File: src/rtl/valid_flop_pipe.sv
// Forward-registered valid/ready pipeline: valid/data flop at every stage, ready
// ripples combinationally backward so empty stages absorb bubbles.

module valid_flop_stage #(
    parameter int WIDTH = 4
) (
    input  logic             clk,
    input  logic             rst,
    input  logic             en,
    input  logic             src_v,
    input  logic [WIDTH-1:0] src_d,
    output logic             v,
    output logic [WIDTH-1:0] d
);
    always_ff @(posedge clk) begin
        if (rst) begin
            v <= 1'b0;
            d <= '0;
        end else if (en) begin
            v <= src_v;
            if (src_v) d <= src_d;
        end
    end
endmodule

module valid_flop_pipe #(
    parameter  int WIDTH  = 4,
    parameter  int STAGES = 2,
    localparam int CW     = $clog2(STAGES + 1)
) (
    input  logic             clk,
    input  logic             rst,
    input  logic             valid_up,
    input  logic [WIDTH-1:0] data_up,
    output logic             ready_up,
    output logic             valid_down,
    output logic [WIDTH-1:0] data_down,
    input  logic             ready_down,
    output logic [CW-1:0]    count
);
    logic [STAGES-1:0]            vld_pipe;
    logic [STAGES-1:0][WIDTH-1:0] dat_pipe;
    logic [STAGES:0]              rdy;
    logic                         in_xfer, out_xfer;

    // A stage advances when it is empty or the stage ahead of it advances.
    assign rdy[STAGES] = ready_down;

    for (genvar i = 0; i < STAGES; i++) begin : g_stage
        logic             src_v;
        logic [WIDTH-1:0] src_d;

        if (i == 0) begin : g_head
            assign src_v = valid_up;
            assign src_d = data_up;
        end else begin : g_body
            assign src_v = vld_pipe[i-1];
            assign src_d = dat_pipe[i-1];
        end

        assign rdy[i] = ~vld_pipe[i] | rdy[i+1];

        valid_flop_stage #(.WIDTH(WIDTH)) u_stage (
            .clk   (clk),
            .rst   (rst),
            .en    (rdy[i]),
            .src_v (src_v),
            .src_d (src_d),
            .v     (vld_pipe[i]),
            .d     (dat_pipe[i])
        );
    end

    assign ready_up   = rdy[0] & ~rst;
    assign valid_down = vld_pipe[STAGES-1];
    assign data_down  = dat_pipe[STAGES-1];

    assign in_xfer  = valid_up & ready_up;
    assign out_xfer = valid_down & ready_down;

    always_ff @(posedge clk) begin
        if (rst)
            count <= '0;
        else if (in_xfer & ~out_xfer)
            count <= count + CW'(1);
        else if (~in_xfer & out_xfer)
            count <= count - CW'(1);
    end
endmodule

File: config.mk
export PLATFORM = sky130hd
export DESIGN_NAME = valid_flop_pipe
export DESIGN_NICKNAME = d
export VERILOG_FILES = /design/src/rtl/valid_flop_pipe.sv
export SDC_FILE = /design/constraint.sdc
export NUM_CORES = 1
export LEC_CHECK = 0
export ABC_AREA = 0
export ABC_CLOCK_PERIOD_IN_PS = 1400
export CAP_MARGIN = 20
export CORE_AREA = 8 8 54 56
export CTS_CLUSTER_DIAMETER = 50
export DETAILED_ROUTE_END_ITERATION = 10
export DIE_AREA = 0 0 62 64
export SLEW_MARGIN = 20
export SYNTH_ARGS = -nofsm -noshare
export SYNTH_HDL_FRONTEND = slang
export SYNTH_HIERARCHICAL = 1
export SYNTH_SLANG_ARGS = --single-unit
export TNS_END_PERCENT = 5
File: constraint.sdc
create_clock -name clk -period 1.4 [get_ports clk]
set_input_delay 0.28 -clock clk [delete_from_list [all_inputs] [get_ports clk]]
set_output_delay 0.28 -clock clk [all_outputs]
set_load 0.005 [all_outputs]
Yosys cells after proc, flatten, opt, wreduce, memory -nomap -nowiden
Index checks and enable logic that the tools add are counted.
Storage, ports and cells
  output and inout port bits: 8
  register bits: 12
Cells by class
  bitwise logic cells: 12
  muxes and demuxes: 2
  reduce and logical (&&, ||, !) cells: 3
  add/subtract/negate cells: 2
Operators with widths (count)
  1-bit AND: 5
  1-bit NOT: 5
  2-bit two-way mux: 2
  2-bit AND reduction: 2
  2-bit by 1-bit adder with 2-bit output, second input constant: 1
  1-bit OR: 2
  2-bit nonzero test: 1
  2-bit by 1-bit subtractor with 2-bit output, second input constant: 1

Logic depth before layout (Yosys ltp)
  word-level depth: 9
  gate-level depth with buffers: 7
  mapped depth without buffers: 7

Modules after synthesis
The synthesis kept the hierarchy.
Modules (own cells, without submodules)
  valid_flop_stage: area each 210.2 sq um, sequential area each 100.1 sq um, cells an instance 21, instances 2
  valid_flop_pipe: area each 122.6 sq um, sequential area each 40.0 sq um, cells an instance 16, instances 1

Worst setup path before layout
OpenSTA, ideal clock, no wires.
  path type: reg2reg
  start: reg g_stage[1].u_stage.v
  end: reg count[1]
  arrival: 1460 ps
  required time: 1330 ps
  clock period less this slack: 1529 ps
  path buffers: 0
  cell stages (with the launch flop): 7
  setup slack: -129 ps
  path through: dfxtp_1 nand2b_1 nor2_1 nor3b_1 ha_1 or3_1 a21oi_1
Between the ends
  word-level cells in the longest chain between the ends: 8
  elaborated cells between the ends (all ways): 12
Ends and longest elaborated chain
  start, declared: RTL line 12  | output logic v,
  start signal, assigned: RTL line 20  | v <= src_v;
  1-bit NOT (*): RTL line 61  | assign rdy[i] = ~vld_pipe[i] | rdy[i+1];
  1-bit OR (*): RTL line 61
  named net rdy[1]: RTL line 43  | logic [STAGES:0] rdy;
  1-bit OR (*): RTL line 61
  1-bit AND (*): RTL line 74  | assign ready_up = rdy[0] & ~rst;
  1-bit AND (*): RTL line 78  | assign in_xfer = valid_up & ready_up;
  1-bit NOT: RTL line 86  | else if (~in_xfer & out_xfer)
  1-bit AND: RTL line 86
  2-bit nonzero test (no line)
  end signal, assigned: RTL line 85  | count <= count + CW'(1);
  end signal, assigned: RTL line 87  | count <= count - CW'(1);
  end, declared: RTL line 39  | output logic [CW-1:0] count
The timed path passes the listed nets; every way through them passes the cells marked *.
A chain may end at the register's enable or synchronous reset.

Final worst setup path
Same ends and word-level chain as after synthesis.

==> results_dict.tcl <==
set metrics [dict create \
    clkLatencyLatePin_ns 0.28 \
    setup_viol 1 \
    wl_per_cell_um 11.9 \
    status "finished, violations left" \
    yosys.cell_types.count 16 \
    hold_path_class "flop to flop" \
    die_area_um2 3970 \
    synth_edf_count 0 \
    fin_crit_ns 1.44 \
    syn2layout_area_growth_pct 52.1 \
    clock_skew_ns 0.00863 \
    nFillCells 219 \
    grt_max_degree 11 \
    clockBufferDepth 2 \
    grtUsageTotal 0.0671 \
    clock-sinks 12 \
    path_max_fanout 3 \
    clk_pin_slew_ns 0.08 \
    path_delay_family "simple AND/OR/NAND/NOR gates" \
    synthFlopType "dfxtp_1" \
    hold_viol_final 0 \
    r2r-start "g_stage[1].u_stage/v$_SDFFE_PP0P_" \
    final.setup.worst_slack_ns -0.0368 \
    ios 16 \
    via_per_inst 4.29 \
    ys_seq_area_frac 0.442 \
    leakage_nw 0.380 \
    cap_violations 0 \
    synth_nets 67 \
    start_util 0.258 \
    drc_errors 0 \
    yosysTopAreaCell "dfxtp_1" \
    power_density_nw_per_um2 874 \
    placed_area_um2 772 \
    finalSetupTns_ns -0.0368 \
    crit_path_top_delay_cell "dfxtp_4" \
    ys_ff_latch 12 \
    io_buffers 15 \
    ys_top_cells_by_area "dfxtp_1 44%, a21bo_1 15%, a21oi_1 8.3%" \
    synth_area_um2 543 \
    grt_pass1_vias 454 \
    h-tree-depth 1 \
    rsz0062_at_grt "true" \
    layout-drive-gt1-share 0.259 \
    synth_top_cell_area_share 0.442 \
    async_reset_ff_frac 0 \
    drt_pass1_iterations 3 \
    path_buf_inv 0 \
    drtAntennaViolNets 0 \
    drt_iter0_drc 11 \
    hold_start "g_stage[0].u_stage/d[2]$_SDFFE_PP0P_" \
    crit_path_max_incr_delay_ns 0.36 \
    final_common_cell "dfxtp_1" \
    holdWs_ns 0.467 \
    tightestPinTransition_ns 0.273 \
    utilization 0.392 \
    worstSetupStartpointType "flop" \
    slew_headroom 0.818 \
    wl_um 1300 \
    die_h_um 64 \
    crit_arrival_ns 1.66 \
    num_rows 17 \
    avgSynthCellArea_um2 9.36 \
    worstPathRequired_ns 1.62 \
    hold_buffers 0 \
    max_freq_ghz 0.696 \
    nets 91 \
    ys_warn_count 6 \
    antenna_found_initial 0 \
    die_x_um 62 \
    synthesis.instances 58 \
    gp_congestion 0.683 \
    overflow 0 \
    numCtsBuffers 3 \
    finalMaxSlewViolations 0 \
    cts_tree "built" \
    period_share 1.03 \
    grt_pass1_wl_um 1990 \
    worstSetupPathType "flop to flop" \
    path_cells "nand2b_4 > nor2_4 > nor3b_4 > ha_4 > xor2_1 > or3_4 > a21oi_2" \
    clock_tree.root_cell "clkbuf_4" \
    violations "setup timing" \
    end_kind "flop" \
    dpl.hpwl_um 970 \
    worstSetupStartpoint "g_stage[1].u_stage/v$_SDFFE_PP0P_" \
    num_vias 468 \
    final_cell_area_um2 826 \
    ir_drop_mv 0.248 \
    core_um2 2110 \
    n_antenna_cell 0 \
    fin_total_pwr_w 0.000721 \
]
## state kept, by name, summed over array words and instances (netlist names)
register and cells:
g_stage.u_stage/d 8, count 2, g_stage.u_stage/v 2
## per-layer routing
metal,track usage,vias to the layer above,share of wire
met3,0.0120,5,0.053
met4,0.0684,0,0.044
met1,0.0631,205,0.40
li1,-,248,-
met5,0,-,0
met2,0.113,10,0.50
## final cells by class
type / count / area [um2] / area share
flip-flops and latches: 12 / 246 / 0.298
well taps: 28 / 35.0 / 0.0424
multi-input cells: 40 / 310 / 0.376
repair buffers: 23 / 200 / 0.242
clock buffers: 4 / 26.3 / 0.0318
inverters: 2 / 7.51 / 0.00909
## stage by stage
step                      instances  setup slack [ns]
after floorplan                  58           0.00712
after global placement          104            -0.451
after detailed placement        104            -0.517
after CTS                       109           -0.0989
after global routing            109           -0.0872
final                           109           -0.0368
## power by group
group | switching [W] | leakage (nW) | internal, W
clock network | 0.000115 | 0.0150 | 0.000110
registers | 0.0000120 | 0.0997 | 0.000360
logic | 0.0000520 | 0.266 | 0.0000728
## worst reg2reg max path, stage by stage (launching register included)
cell      delay (ns)
dfxtp_4         0.36
nand2b_4        0.06
nor2_4          0.15
nor3b_4         0.07
ha_4            0.16
xor2_1          0.14
or3_4           0.33
a21oi_2         0.11
## Yosys cell counts, types with 2 or more instances
cell / count
xor2_1: 2
buf_6: 2
buf_2: 2
a21bo_1: 8
mux2i_1: 2
nor2_1: 5
dfxtp_1: 12
a21oi_1: 9
nand3_1: 8
inv_1: 2
## path summary, 6_finish.rpt
check | to | slack (ns) | cells past startpoint
worst min register to register | g_stage[1].u_stage/d[2]$_SDFFE_PP0P_ | 0.47 | 2
worst max register to register | count[1]$_SDFFE_PP0P_ | -0.04 | 7
worst max-delay path | count[1]$_SDFFE_PP0P_ | -0.04 | 7
worst min-delay path | g_stage[1].u_stage/d[2]$_SDFFE_PP0P_ | 0.47 | 2
## cells by family after synthesis
family	count (synthesis)	share of synthesized area
AND/OR/NAND/NOR	17	0.152
buffers and inverters	6	0.0737
adder cells (fa/ha/maj)	1	0.0230
multiplexers	2	0.0369
AO/OA/AOI/OAI	18	0.240
flip-flops	12	0.442
XOR/XNOR	2	0.0323
## what timing repair did
item	4_1_cts	5_1_grt
endpoints found under the setup margin	9	3
gates resized for setup	12	9
pin swaps	5	5
buffers inserted	1	0
No activity file was read; power rests on OpenSTA's default activity.
==> patch 1: new RTL, same flow settings <==
`STAGES`: 2 -> 4.
--- a/src/rtl/valid_flop_pipe.sv
+++ b/src/rtl/valid_flop_pipe.sv
@@ -25,7 +25,7 @@
 
 module valid_flop_pipe #(
     parameter  int WIDTH  = 4,
-    parameter  int STAGES = 2,
+    parameter  int STAGES = 4,
     localparam int CW     = $clog2(STAGES + 1)
 ) (
     input  logic             clk,
Ports: changed (resized count); port bits go from 16 to 17. The function was not compared with the original's and may differ.
==> patch 1 against the original RTL <==
  * The run still ends with negative setup slack left
  * Power grew 59%
  * Wire length up 51%
  * Sequential cell count up 11
  * Cell area rose by 63%
  * Cell count increased by 48%
  * Global-route usage increased by 4.8 points
  * Setup slack lost 0.54 ns
  * Fmax is 27% lower
  * Area after synthesis up 91%
  * Sequential power up 86%
  * Via count is 78% higher
  * Critical endpoint is now count[2]
  * Largest cell class unchanged
==> patch 1: results (changes against the original RTL) <==
<table>
<tr><th>Metric</th><th>Value</th></tr>
<tr><th colspan="2">Layout</th></tr>
<tr><td>Clock buffers and inverters, area share</td><td>1.95% (was 3.18%)</td></tr>
<tr><td>Fraction of area in registers</td><td>34.9% (was 29.8%)</td></tr>
<tr><td>Layout Nets</td><td>144 (was 91)</td></tr>
<tr><td>Layout non-clock buf frac</td><td>19.9% (was 24.2%)</td></tr>
<tr><td>Area used by multi-input combinational logic</td><td>541 µm² (was 310 µm²)</td></tr>
<tr><th colspan="2">Clocking</th></tr>
<tr><td>Total setup buffers inserted after CTS</td><td>0 (was 1)</td></tr>
<tr><td>Clock latency at the later pin of the worst-skew pair</td><td>0.31 ns (was 0.28 ns)</td></tr>
<tr><th colspan="2">STA</th></tr>
<tr><td>Worst slew margin relative to its limit</td><td>76.3% (was 81.8%)</td></tr>
<tr><td>Min setup slack post-route</td><td>-0.580 ns (was -0.0368 ns)</td></tr>
<tr><td>Final Setup Violations</td><td>5 (was 1)</td></tr>
<tr><th colspan="2">Place</th></tr>
<tr><td>Inst Count DP</td><td>157 (was 104)</td></tr>
<tr><td>Buffers added on ports</td><td>16 (was 15)</td></tr>
<tr><th colspan="2">Synth</th></tr>
<tr><td>Top cells by count, synth</td><td>23 x sky130_fd_sc_hd__dfxtp_1, 17 x sky130_fd_sc_hd__a21oi_1, 17 x sky130_fd_sc_hd__nand3_1 (was 12 x sky130_fd_sc_hd__dfxtp_1, 9 x sky130_fd_sc_hd__a21oi_1, 8 x sky130_fd_sc_hd__a21bo_1, 8 x sky130_fd_sc_hd__nand3_1, 5 x sky130_fd_sc_hd__nor2_1)</td></tr>
<tr><td>Net count after synthesis</td><td>116 (was 67)</td></tr>
<tr><td>Avg Synthesized Cell Area</td><td>9.80 µm² (was 9.36 µm²)</td></tr>
<tr><th colspan="2">Power</th></tr>
<tr><td>Sw frac</td><td>23.7% (was 24.7%)</td></tr>
<tr><th colspan="2">Global routing</th></tr>
<tr><td>Met3 track utilization from global routing</td><td>2.60% (was 1.20%)</td></tr>
<tr><th colspan="2">Outcome</th></tr>
<tr><td>Run status</td><td>finished, violations left (unchanged)</td></tr>
<tr><td>Failing checks</td><td>negative setup slack (unchanged)</td></tr>
<tr><th colspan="2">Critical path</th></tr>
<tr><td>Critical path arrival</td><td>2.23 ns (was 1.66 ns)</td></tr>
<tr><td>Delay of the slowest cell on the worst path</td><td>0.34 ns (was 0.36 ns)</td></tr>
<tr><td>Worst R2R End</td><td>count[2] (was count[1])</td></tr>
<tr><td>Worst path slowest cell</td><td>sky130_fd_sc_hd__dfxtp_2 (was sky130_fd_sc_hd__dfxtp_4)</td></tr>
<tr><th colspan="2">Routing</th></tr>
<tr><td>Routed met1 length</td><td>886 µm (was 517 µm)</td></tr>
<tr><td>Met3 WL post-DR</td><td>77 µm (was 68 µm)</td></tr>
</table>
-- patch 1: kinds of logic after synthesis --
group | count (synthesis) | share of synthesized area [%]
and+or+nand+nor | 29 | 13.7
buffers and inverters | 10 | 6.99
DFF | 23 | 44.3
muxes | 5 | 4.82
xor gates and xnor gates | 2 | 1.69
AOI/OAI and AO/OA | 35 | 25.3
adders and majority gates | 2 | 3.13
-- patch 1: stage by stage --
step                      TNS (ns)  setup WS [ns]  hold WS (ns)
final                        -1.15         -0.580         0.463
after global routing         -1.53         -0.673         0.493
after CTS                    -1.22         -0.588         0.467
after detailed placement     -8.74          -1.07         0.460
after global placement       -8.39          -1.03         0.455
after floorplan              -1.05         -0.621         0.345
-- patch 1: how the worst max path moves through the flow --
stage,start,end,cells past startpoint
finish,g_stage[2].u_stage/v,count[2],9
global route,g_stage[2].u_stage/v,count[2],9
CTS,g_stage[2].u_stage/v,count[2],9
detailed placement,ready_down,count[2],10
global placement,ready_down,count[2],10
floorplan,g_stage[3].u_stage/v,count[2],9
==> patch 2: new RTL, same flow settings <==
Made on the original files. Put one more register stage on the output `count`, without a reset. The value now appears one clock later. The other outputs are not delayed to match.
--- a/src/rtl/valid_flop_pipe.sv
+++ b/src/rtl/valid_flop_pipe.sv
@@ -38,6 +38,8 @@
     input  logic             ready_down,
     output logic [CW-1:0]    count
 );
+
+    logic [CW-1:0] count_s0;
     logic [STAGES-1:0]            vld_pipe;
     logic [STAGES-1:0][WIDTH-1:0] dat_pipe;
     logic [STAGES:0]              rdy;
@@ -80,11 +82,15 @@
 
     always_ff @(posedge clk) begin
         if (rst)
-            count <= '0;
+            count_s0 <= '0;
         else if (in_xfer & ~out_xfer)
-            count <= count + CW'(1);
+            count_s0 <= count_s0 + CW'(1);
         else if (~in_xfer & out_xfer)
-            count <= count - CW'(1);
+            count_s0 <= count_s0 - CW'(1);
     end
+    always_ff @(posedge clk) begin
+        count <= count_s0;
+    end
+
 endmodule
 
Function: changed (Yosys sat finds a counterexample within 4 cycles, from zero or initial values and one cycle with rst high).
==> patch 2 against the original RTL <==
  * Wire length rose by 3.1%
  * Cell area rose by 1.5%
  * Highest routed layer unchanged
  * Power rose by 16%
  * Setup slack improved by 0.027 ns
  * Sequential cell count rose by 2
  * Area after synthesis rose by 7.4%
  * Sequential share of layout area rose by 4.3 points
  * The flow still finishes with violations (negative setup slack)
  * Clock skew fell by 0.0050 ns
==> patch 2: results (changes against the original RTL) <==
<table>
<tr><th>Metric</th><th>Value</th></tr>
<tr><th colspan="2">Outcome</th></tr>
<tr><td>Run status</td><td>finished, violations left (unchanged)</td></tr>
<tr><td>Failing checks</td><td>negative setup slack (unchanged)</td></tr>
<tr><th colspan="2">Global routing</th></tr>
<tr><td>Pin count of the biggest net entering global routing</td><td>12 (was 11)</td></tr>
<tr><td>Global-route usage over all layers</td><td>7.76% (was 6.71%)</td></tr>
<tr><td>Wire length of the first global-routing pass</td><td>2220 µm (was 1990 µm)</td></tr>
<tr><td>Via count of the first global-routing pass</td><td>501 (was 454)</td></tr>
<tr><th colspan="2">STA</th></tr>
<tr><td>Final Setup Violations</td><td>1 (unchanged)</td></tr>
<tr><td>Min setup slack post-route</td><td>-0.00948 ns (was -0.0368 ns)</td></tr>
<tr><td>Clock tree skew after final layout</td><td>0.00360 ns (was 0.00863 ns)</td></tr>
<tr><th colspan="2">Routing</th></tr>
<tr><td>Number of DRC markers after the initial detailed-route iteration</td><td>14 (was 11)</td></tr>
<tr><td>Pre-Repair DR Iteration Count</td><td>4 (was 3)</td></tr>
<tr><th colspan="2">Synth</th></tr>
<tr><td>Top cells by count, synth</td><td>14 x sky130_fd_sc_hd__dfxtp_1, 9 x sky130_fd_sc_hd__a21oi_1, 8 x sky130_fd_sc_hd__a21bo_1, 8 x sky130_fd_sc_hd__nand3_1, 5 x sky130_fd_sc_hd__nor2_1 (was 12 x sky130_fd_sc_hd__dfxtp_1, 9 x sky130_fd_sc_hd__a21oi_1, 8 x sky130_fd_sc_hd__a21bo_1, 8 x sky130_fd_sc_hd__nand3_1, 5 x sky130_fd_sc_hd__nor2_1)</td></tr>
<tr><td>Sequential-to-total area share from yosys stat</td><td>48.1% (was 44.2%)</td></tr>
<tr><td>Net count after synthesis</td><td>69 (was 67)</td></tr>
<tr><td>Top cells by area in the synthesized netlist</td><td>sky130_fd_sc_hd__dfxtp_1 48%, sky130_fd_sc_hd__a21bo_1 14%, sky130_fd_sc_hd__a21oi_1 7.7% (was sky130_fd_sc_hd__dfxtp_1 44%, sky130_fd_sc_hd__a21bo_1 15%, sky130_fd_sc_hd__a21oi_1 8.3%)</td></tr>
<tr><th colspan="2">Place</th></tr>
<tr><td>Area of placed instances</td><td>805 µm² (was 772 µm²)</td></tr>
<tr><td>Global placer's final weighted congestion</td><td>0.697 (was 0.683)</td></tr>
<tr><th colspan="2">Critical path</th></tr>
<tr><td>Critical path arrival</td><td>1.63 ns (was 1.66 ns)</td></tr>
<tr><th colspan="2">Power</th></tr>
<tr><td>Leak</td><td>0.405 nW (was 0.380 nW)</td></tr>
<tr><th colspan="2">Layout</th></tr>
<tr><td>Count of filler cells inserted in the layout</td><td>200 (was 219)</td></tr>
</table>
patch 2: metrics by stage:
stage	setup TNS, ns	setup slack (ns)	utilization (%)	cells	hold slack [ns]
floorplan	0	0.00681	-	60	0.339
global placement	-1.98	-0.454	38.2	105	0.361
detailed placement	-2.17	-0.476	38.2	105	0.357
CTS	-0.108	-0.0708	39.6	109	0.372
global route	-0.0692	-0.0666	39.8	109	0.392
finish	-0.00948	-0.00948	39.8	109	0.368
patch 2: final timing paths:
check                       start     endpoint  slack [ns]  depth (start not counted)
max          g_stage[1].u_stage/v  count_s0[1]      -0.009                          7
min                   count_s0[1]     count[1]        0.37                          0
max reg2reg  g_stage[1].u_stage/v  count_s0[1]      -0.009                          7
min reg2reg           count_s0[1]     count[1]        0.37                          0
patch 2: metal layers:
metal | vias to the layer above | wire length (µm) | track usage [%]
met4 | 0 | 39 | 5.13
li1 | 249 | - | -
met3 | 4 | 134 | 4.60
met5 | - | 0 | 0
met1 | 216 | 575 | 8.60
met2 | 15 | 584 | 10.7
patch 2: cells by family (layout without fill, tap and decap cells):
group / after synthesis / count (layout) / synth area share, %
compound gates: 18 / 18 / 22.3
simple gates: 17 / 17 / 14.2
flops: 14 / 14 / 48.1
buf+inv: 6 / 27 / 6.87
xor+xnor: 2 / 2 / 3.00
mux: 2 / 2 / 3.43
fa+ha+maj: 1 / 1 / 2.15
patch 2: timing repair:
action	4_1_cts	5_1_grt
resized for setup	8	8
pin swaps	5	3
setup buffers	0	0
setup endpoints to repair	8	6
patch 2: area by class of cell:
| type | instances | area share [%] |
|---|---|---|
| sequential | 14 | 34.2 |
| multi-input combinational | 40 | 33.7 |
| timing repair buffer | 21 | 22.7 |
| clock buffer | 4 | 4.33 |
| tap | 28 | 4.18 |
| inverter | 2 | 0.896 |
patch 2: where the power goes:
part           internal [W]  switching [W]  total [W]
Combinational     0.0000657      0.0000474   0.000113
Sequential         0.000422      0.0000126   0.000435
Clock              0.000158       0.000131   0.000289
Total              0.000646       0.000191   0.000837
